===== src/rtl/trace_pkg.sv =====
// Shared types for the commit-trace aligner: memory width encoding, queued retire
// record layout and the default reset PC.
package trace_pkg;

    // Access width in bits (8/16/32/64 all fit the 7-bit trace field).
    typedef logic [6:0] mem_width_t;

    localparam mem_width_t MW_BYTE  = 7'd8;
    localparam mem_width_t MW_HALF  = 7'd16;
    localparam mem_width_t MW_WORD  = 7'd32;
    localparam mem_width_t MW_DWORD = 7'd64;

    localparam logic [31:0] RESET_PC_DEFAULT = 32'h8000_0000;

    typedef struct packed {
        logic [31:0] inst;
        logic [31:0] pc;
        logic [31:0] next_pc;
        logic [4:0]  rd_addr;
        logic [31:0] rd_wdata;
        logic        is_load;
        logic        is_store;
        logic [31:0] mem_addr;
        mem_width_t  mem_width;
        logic [31:0] store_data;
        logic [31:0] mem_data;
        logic        trap;
        logic [31:0] trap_cause;
        logic        data_ok;
    } retire_entry_t;

    // A trapping load never produces a bus response, so only clean loads wait.
    function automatic logic waits_for_load(input retire_entry_t e);
        return e.is_load && !e.trap;
    endfunction

endpackage


===== src/rtl/trace_retire_fifo.sv =====
// Retire queue: entry storage, head/tail pointers, occupancy, and routing of
// in-order load responses to the oldest entry still waiting for data.
module trace_retire_fifo
    import trace_pkg::*;
#(
    parameter int DEPTH = 4
) (
    input  logic          clock,
    input  logic          reset,
    input  logic          push_i,
    input  retire_entry_t push_entry_i,
    input  logic          pop_i,
    input  logic          rsp_valid_i,
    input  logic [31:0]   rsp_mem_data_i,
    input  logic [31:0]   rsp_rd_data_i,
    output retire_entry_t head_entry_o,
    output logic          empty_o,
    output logic          full_o,
    output logic          rsp_err_o
);
    localparam int PW = $clog2(DEPTH);
    localparam logic [PW:0] FULL_CNT = (PW+1)'(DEPTH);

    typedef logic [PW-1:0] ptr_t;

    retire_entry_t mem_q [DEPTH];
    ptr_t          head_q;
    ptr_t          tail_q;
    logic [PW:0]   count_q;
    ptr_t          load_ptr;
    logic          load_found;

    // Responses are in order, so the oldest occupied entry still missing data is the target.
    always_comb begin
        load_found = 1'b0;
        load_ptr   = head_q;
        for (int i = 0; i < DEPTH; i++) begin
            if (!load_found && (i < int'(count_q)) &&
                waits_for_load(mem_q[head_q + ptr_t'(i)]) &&
                !mem_q[head_q + ptr_t'(i)].data_ok) begin
                load_found = 1'b1;
                load_ptr   = head_q + ptr_t'(i);
            end
        end
    end

    always_ff @(posedge clock or posedge reset) begin
        if (reset) begin
            head_q  <= '0;
            tail_q  <= '0;
            count_q <= '0;
        end else begin
            if (push_i) tail_q <= tail_q + 1'b1;
            if (pop_i)  head_q <= head_q + 1'b1;
            case ({push_i, pop_i})
                2'b10:   count_q <= count_q + 1'b1;
                2'b01:   count_q <= count_q - 1'b1;
                default: ;
            endcase
        end
    end

    always_ff @(posedge clock) begin
        if (push_i) mem_q[tail_q] <= push_entry_i;
        if (rsp_valid_i && load_found) begin
            mem_q[load_ptr].mem_data <= rsp_mem_data_i;
            mem_q[load_ptr].rd_wdata <= rsp_rd_data_i;
            mem_q[load_ptr].data_ok  <= 1'b1;
        end
    end

    assign head_entry_o = mem_q[head_q];
    assign empty_o      = (count_q == '0);
    assign full_o       = (count_q == FULL_CNT);
    assign rsp_err_o    = rsp_valid_i && !load_found;

endmodule


===== src/rtl/trace_commit_aligner.sv =====
// Turns raw retire records plus late in-order load data into single-cycle commit,
// memory-trace and exception records, and tracks a shadow architectural register file.
module trace_commit_aligner
    import trace_pkg::*;
#(
    parameter int          DEPTH    = 4,
    parameter logic [31:0] RESET_PC = RESET_PC_DEFAULT
) (
    input  logic        clock,
    input  logic        reset,
    input  logic        retire_valid,
    output logic        retire_ready,
    input  logic [31:0] retire_inst,
    input  logic [31:0] retire_pc,
    input  logic [31:0] retire_next_pc,
    input  logic [4:0]  retire_rd_addr,
    input  logic [31:0] retire_rd_wdata,
    input  logic        retire_is_load,
    input  logic        retire_is_store,
    input  logic [31:0] retire_mem_addr,
    input  logic [6:0]  retire_mem_width,
    input  logic [31:0] retire_store_data,
    input  logic        retire_trap,
    input  logic [31:0] retire_trap_cause,
    input  logic        load_rsp_valid,
    input  logic [31:0] load_rsp_mem_data,
    input  logic [31:0] load_rsp_rd_data,
    output logic        instCommit_valid,
    output logic [31:0] instCommit_inst,
    output logic [31:0] instCommit_pc,
    output logic [31:0] result_reg_0,  output logic [31:0] result_reg_1,
    output logic [31:0] result_reg_2,  output logic [31:0] result_reg_3,
    output logic [31:0] result_reg_4,  output logic [31:0] result_reg_5,
    output logic [31:0] result_reg_6,  output logic [31:0] result_reg_7,
    output logic [31:0] result_reg_8,  output logic [31:0] result_reg_9,
    output logic [31:0] result_reg_10, output logic [31:0] result_reg_11,
    output logic [31:0] result_reg_12, output logic [31:0] result_reg_13,
    output logic [31:0] result_reg_14, output logic [31:0] result_reg_15,
    output logic [31:0] result_reg_16, output logic [31:0] result_reg_17,
    output logic [31:0] result_reg_18, output logic [31:0] result_reg_19,
    output logic [31:0] result_reg_20, output logic [31:0] result_reg_21,
    output logic [31:0] result_reg_22, output logic [31:0] result_reg_23,
    output logic [31:0] result_reg_24, output logic [31:0] result_reg_25,
    output logic [31:0] result_reg_26, output logic [31:0] result_reg_27,
    output logic [31:0] result_reg_28, output logic [31:0] result_reg_29,
    output logic [31:0] result_reg_30, output logic [31:0] result_reg_31,
    output logic [31:0] result_pc,
    output logic        mem_read_valid,
    output logic [31:0] mem_read_addr,
    output logic [6:0]  mem_read_memWidth,
    output logic [31:0] mem_read_data,
    output logic        mem_write_valid,
    output logic [31:0] mem_write_addr,
    output logic [6:0]  mem_write_memWidth,
    output logic [31:0] mem_write_data,
    output logic        event_valid,
    output logic [31:0] event_cause,
    output logic [31:0] event_exceptionPC,
    output logic [31:0] event_exceptionInst,
    output logic        proto_err
);
    retire_entry_t enq_entry;
    retire_entry_t head;
    logic          empty, full, rsp_err, push, pop;

    logic        commit_valid_q, rd_valid_q, wr_valid_q, ev_valid_q, proto_err_q;
    logic [31:0] commit_inst_q, commit_pc_q, result_pc_q;
    logic [31:0] rd_addr_q, rd_data_q, wr_addr_q, wr_data_q;
    mem_width_t  rd_width_q, wr_width_q;
    logic [31:0] ev_cause_q, ev_pc_q, ev_inst_q;
    logic [31:0] regs_q [32];

    always_comb begin
        enq_entry            = '0;
        enq_entry.inst       = retire_inst;
        enq_entry.pc         = retire_pc;
        enq_entry.next_pc    = retire_next_pc;
        enq_entry.rd_addr    = retire_rd_addr;
        enq_entry.rd_wdata   = retire_rd_wdata;
        enq_entry.is_load    = retire_is_load;
        enq_entry.is_store   = retire_is_store;
        enq_entry.mem_addr   = retire_mem_addr;
        enq_entry.mem_width  = retire_mem_width;
        enq_entry.store_data = retire_store_data;
        enq_entry.trap       = retire_trap;
        enq_entry.trap_cause = retire_trap_cause;
        enq_entry.data_ok    = !waits_for_load(enq_entry);
    end

    // Ready depends only on registered occupancy; a same-cycle pop does not free a slot early.
    assign retire_ready = !full;
    assign push         = retire_valid && !full;
    assign pop          = !empty && head.data_ok;

    trace_retire_fifo #(.DEPTH(DEPTH)) u_fifo (
        .clock          (clock),
        .reset          (reset),
        .push_i         (push),
        .push_entry_i   (enq_entry),
        .pop_i          (pop),
        .rsp_valid_i    (load_rsp_valid),
        .rsp_mem_data_i (load_rsp_mem_data),
        .rsp_rd_data_i  (load_rsp_rd_data),
        .head_entry_o   (head),
        .empty_o        (empty),
        .full_o         (full),
        .rsp_err_o      (rsp_err)
    );

    always_ff @(posedge clock or posedge reset) begin
        if (reset) begin
            commit_valid_q <= 1'b0;  rd_valid_q  <= 1'b0;  wr_valid_q <= 1'b0;
            ev_valid_q     <= 1'b0;  proto_err_q <= 1'b0;
            commit_inst_q  <= '0;    commit_pc_q <= '0;    result_pc_q <= RESET_PC;
            rd_addr_q      <= '0;    rd_data_q   <= '0;    rd_width_q  <= '0;
            wr_addr_q      <= '0;    wr_data_q   <= '0;    wr_width_q  <= '0;
            ev_cause_q     <= '0;    ev_pc_q     <= '0;    ev_inst_q   <= '0;
            for (int i = 0; i < 32; i++) regs_q[i] <= '0;
        end else begin
            commit_valid_q <= 1'b0;
            rd_valid_q     <= 1'b0;
            wr_valid_q     <= 1'b0;
            ev_valid_q     <= 1'b0;
            if (rsp_err) proto_err_q <= 1'b1;
            if (pop) begin
                result_pc_q <= head.next_pc;
                if (head.trap) begin
                    ev_valid_q <= 1'b1;
                    ev_cause_q <= head.trap_cause;
                    ev_pc_q    <= head.pc;
                    ev_inst_q  <= head.inst;
                end else begin
                    commit_valid_q <= 1'b1;
                    commit_inst_q  <= head.inst;
                    commit_pc_q    <= head.pc;
                    // For loads rd_wdata was overwritten with the extended response value.
                    if (head.rd_addr != 5'd0) regs_q[head.rd_addr] <= head.rd_wdata;
                    if (head.is_load) begin
                        rd_valid_q <= 1'b1;
                        rd_addr_q  <= head.mem_addr;
                        rd_width_q <= head.mem_width;
                        rd_data_q  <= head.mem_data;
                    end
                    if (head.is_store) begin
                        wr_valid_q <= 1'b1;
                        wr_addr_q  <= head.mem_addr;
                        wr_width_q <= head.mem_width;
                        wr_data_q  <= head.store_data;
                    end
                end
            end
        end
    end

    assign instCommit_valid    = commit_valid_q;
    assign instCommit_inst     = commit_inst_q;
    assign instCommit_pc       = commit_pc_q;
    assign result_pc           = result_pc_q;
    assign mem_read_valid      = rd_valid_q;
    assign mem_read_addr       = rd_addr_q;
    assign mem_read_memWidth   = rd_width_q;
    assign mem_read_data       = rd_data_q;
    assign mem_write_valid     = wr_valid_q;
    assign mem_write_addr      = wr_addr_q;
    assign mem_write_memWidth  = wr_width_q;
    assign mem_write_data      = wr_data_q;
    assign event_valid         = ev_valid_q;
    assign event_cause         = ev_cause_q;
    assign event_exceptionPC   = ev_pc_q;
    assign event_exceptionInst = ev_inst_q;
    assign proto_err           = proto_err_q;

    assign result_reg_0  = regs_q[0];  assign result_reg_1  = regs_q[1];
    assign result_reg_2  = regs_q[2];  assign result_reg_3  = regs_q[3];
    assign result_reg_4  = regs_q[4];  assign result_reg_5  = regs_q[5];
    assign result_reg_6  = regs_q[6];  assign result_reg_7  = regs_q[7];
    assign result_reg_8  = regs_q[8];  assign result_reg_9  = regs_q[9];
    assign result_reg_10 = regs_q[10]; assign result_reg_11 = regs_q[11];
    assign result_reg_12 = regs_q[12]; assign result_reg_13 = regs_q[13];
    assign result_reg_14 = regs_q[14]; assign result_reg_15 = regs_q[15];
    assign result_reg_16 = regs_q[16]; assign result_reg_17 = regs_q[17];
    assign result_reg_18 = regs_q[18]; assign result_reg_19 = regs_q[19];
    assign result_reg_20 = regs_q[20]; assign result_reg_21 = regs_q[21];
    assign result_reg_22 = regs_q[22]; assign result_reg_23 = regs_q[23];
    assign result_reg_24 = regs_q[24]; assign result_reg_25 = regs_q[25];
    assign result_reg_26 = regs_q[26]; assign result_reg_27 = regs_q[27];
    assign result_reg_28 = regs_q[28]; assign result_reg_29 = regs_q[29];
    assign result_reg_30 = regs_q[30]; assign result_reg_31 = regs_q[31];

endmodule


===== config.mk =====
export PLATFORM = sky130hd
export DESIGN_NAME = trace_commit_aligner
export DESIGN_NICKNAME = d
export VERILOG_FILES = /design/src/rtl/trace_pkg.sv /design/src/rtl/trace_retire_fifo.sv /design/src/rtl/trace_commit_aligner.sv
export SDC_FILE = /design/constraint.sdc
export NUM_CORES = 2
export LEC_CHECK = 0
export CORE_AREA = 3 3 658 660
export DETAILED_ROUTE_END_ITERATION = 12
export DIE_AREA = 0 0 661 663
export HOLD_SLACK_MARGIN = 0.06
export PLACE_DENSITY = 0.39
export REMOVE_ABC_BUFFERS = 1
export SLEW_MARGIN = 25
export SYNTH_ARGS = -nofsm -noshare
export SYNTH_HDL_FRONTEND = slang
export SYNTH_SLANG_ARGS = --single-unit
export TNS_END_PERCENT = 10

===== constraint.sdc =====
create_clock -name clock -period 66.8 [get_ports clock]
set_input_delay 13.36 -clock clock [delete_from_list [all_inputs] [get_ports clock]]
set_output_delay 13.36 -clock clock [all_outputs]
set_load 0.005 [all_outputs]

==> metrics.md <==
| Metric | Value |
|---|---|
| Status | completed |
| Setup violators final | 0 |
| Critical Path Sink Type | flop |
| H-tree depth | 5 |
| Area of the mapped netlist | between 90000 and 100000 sq um |
| Core ar. | about 430000 sq um |
| Final period util | about a quarter |
| Worst IR Drop VDD | 27.55 uV |
| Largest net degree at the start of global routing | 161 |
| Layout area overhead | 35.62% |
| Worst-Skew Late Latency | 0.90 ns |
| Switching share of power | between 30% and 40% |
| Sequential Power Share | 35.8% |
| TritonCTS Sinks | roughly 2.5k |
| Grt ovf | 0 |
| Filler Cell Count | 42.38k |
| I/O Buffers | around 1.7k |
| Via count | roughly 52k |
| Peak Freq | ~60 MHz |
| ANT nets after route | 0 |
| Power Dens Cells | between 50 and 60 nW/um^2 |
| CP dominant cell by count | buf_4 |
| Most common cell after layout, fill and taps aside | clkdlybuf4s50_1 |
| Hold crit path type | flop to flop |
| R2R setup slack | 60.98 ns |
| Initial antenna violation count | between 150 and 200 |
| Slew headroom | 26.78% |
| Skew final | 0.07109 ns |
| Max Root-Sink Buffers | 4 |
| Mean routed wirelength per cell | ~28 um |
| Fin. Hold Viols | 0 |
| Avg Cell Area, Syn | approximately 19 sq um |
| Fin nets | between 7k and 8k |
| Post-cts gate resize count | 0 |
| Initial DRC count | approximately 2.9k |
| Cts bufs inserted | roughly 300 |
| Worst hold stages | 0 |
| CP max FO | between 50 and 60 |
| CP Data Required Time | just under 70 ns |
| I/O Pins | approximately 1.7k |
| Setup TNS | 0 ns |
| Chip Width | roughly 660 um |
| Setup Crit Path Kind | input port to flop |
| YS warnings | 0 |
| Worst Path Arrival | 17.40 ns |
| Netlist cell types | 53 |
| Vias per cell | slightly above 4 |
| Site Rows | 240 |
| Placed cell area | about 120000 sq um |
| Async SR Flop Fraction | a little under three fifths |
| Combinational fraction of design power | between 40% and 50% |
| Fin area | approximately 130000 sq um |
| Clock transition at the registers of the reported paths | about 0.050 ns |
| Max-Cap Viols | 0 |
| Finished Core Util | between 20 and 30% |
| All-Layer GR Usage | between 15 and 20% |
| Root Driver | clkbuf_16 |
| Die area | approximately 440000 sq um |
| Most frequent cells in the layout | clkdlybuf4s50_1 (1670), dfrtp_1 (1367), mux2_2 (1302) |
| RSZ-0062 raised after global routing | false |
| Reg with most FFs | u_fifo.mem_q |
| Routed wire length | ~360000 um |
| Initial Utilization | between 20% and 30% |
| Final min period | around 17 ns |
| CTS tree | yes |
| Sequential element share of the synthesized area | 71.76% |
| Leakage Power | ~0.05 uW |
| Max FFs per register | between 1k and 1.5k |
| Via count of the first global-routing pass | approximately 55k |
| Startpoint type of the worst setup path | input port |
| Drt first pass iters | 5 |
| Synthesized flop and latch total | roughly 2.5k |
| Hold Buf Count CTS | 0 |
| Switching power | roughly 2300 uW |
| Worst R2R Path Depth | 10 |
| CP peak stage delay | between 0.7 and 0.8 ns |
| Crit path max-delay cell type | buf_4 |
| Clock share of power | around 23% |
| Cells after synthesis | ~5k |
| Slew @ Worst Pin | 1.098 ns |
| DRC Markers | 0 |
| Final RePlAce weighted congestion | between 0.7 and 0.8 |
| Top_reg_cell synth | dfrtp_1 |
| Cell Chain, Critical Path | clkdlybuf4s50_1 -> and3_4 -> buf_4 -> buf_4 -> buf_4 -> buf_4 |
| Final slew viol count | 0 |
| Vert. Die Dim | about 660 um |
| First-pass GRT wire length | roughly 500000 um |
| Final HPWL DP | roughly 250000 um |
| P_int | roughly 4400 uW |
| Share of cells above drive strength 1 | between 30% and 40% |
| Number of flops mapped to enable cells by yosys | between 1k and 1.5k |
| Post-CTS Setup Inserts | 0 |
[per-layer routing]
metal,routed length [um],vias to the layer above,global-route usage (%)
met1,137300,27780,18.28
met3,28390,644,5.073
met5,709,-,0
met2,183300,1719,28.31
met4,12180,108,4.912
li1,-,22210,-
[through the flow]
step | power, uW | cells | worst slack, ns | hold WS [ns]
3_3_place_gp | 5313 | 12120 | 48.76 | 0.3637
5_1_grt | 7131 | 12670 | 49.49 | 0.3778
2_1_floorplan | 3663 | 4645 | 14.82 | 0.3757
3_5_place_dp | 5344 | 12120 | 48.80 | 0.3645
6_report | 6773 | 12710 | 49.90 | 0.3718
4_1_cts | 6957 | 12660 | 49.81 | 0.3770
[kinds of logic after synthesis]
| group | share of synthesized area (%) |
|---|---|
| flip-flops | 71.76 |
| multiplexers | 23.97 |
| buffers and inverters | 1.836 |
| AND/OR/NAND/NOR | 1.980 |
| AO/OA/AOI/OAI | 0.2576 |
| XOR/XNOR | 0.09259 |
| adder cells (fa/ha/maj) | 0.1073 |
[cells in the mapped netlist (5+ instances only)]
| cell type | count | share of area [%] |
|---|---|---|
| and2_1 | 131 | 0.88 |
| and3_1 | 5 | 0.034 |
| buf_1 | 48 | 0.19 |
| buf_2 | 78 | 0.42 |
| buf_4 | 8 | 0.064 |
| buf_6 | 5 | 0.060 |
| clkbuf_1 | 226 | 0.91 |
| dfrtp_1 | 1369 | 37 |
| edfxtp_1 | 1084 | 35 |
| ha_1 | 8 | 0.11 |
| inv_1 | 47 | 0.19 |
| mux2_1 | 24 | 0.29 |
| mux2_2 | 1302 | 16 |
| mux2i_1 | 129 | 1.4 |
| mux4_2 | 272 | 6.6 |
| nand2_1 | 166 | 0.67 |
| nand2b_1 | 6 | 0.040 |
| nor2_1 | 26 | 0.10 |
| o21ai_0 | 8 | 0.043 |
| xnor2_1 | 6 | 0.056 |
[path summary, 6_finish.rpt]
kind,startpoint,endpoint
worst max-delay path,retire_valid,u_fifo.mem_q[2][187]
worst min-delay path,result_reg_0[29],result_reg_0[29]
worst max register to register,u_fifo.head_q[0],u_fifo.mem_q[1][48]
worst min register to register,result_reg_0[29],result_reg_0[29]
max in group asynchronous,reset,event_cause[25]
min in group asynchronous,reset,result_reg_15[27]
[area by class of cell]
type | count | area [sq um] | share of cell area (%)
antenna | 46 | 115.1 | 0.09102
clock buffer | 443 | 8432 | 6.667
clock inverter | 95 | 943.4 | 0.7460
inverter | 47 | 183.9 | 0.1454
multi-input combinational | 2140 | 24900 | 19.69
sequential | 2458 | 66920 | 52.92
tap | 5687 | 7116 | 5.626
timing repair buffer | 1789 | 17850 | 14.12
[critical path: cells and delay by family]
family,cells,cell delay (ns)
buffers and inverters,5,3.14
and+or+nand+nor,1,0.67
[power groups by stage]
stage / sequential [uW] / clock, uW / combinational, uW
finish: 2420 / 1570 / 2780
detailed placement: 2460 / 0 / 2890
global route: 2490 / 1690 / 2950
floorplan: 2530 / 0 / 1140
global placement: 2440 / 0 / 2870
CTS: 2430 / 1630 / 2890
Power figures use the tool's default switching activity.
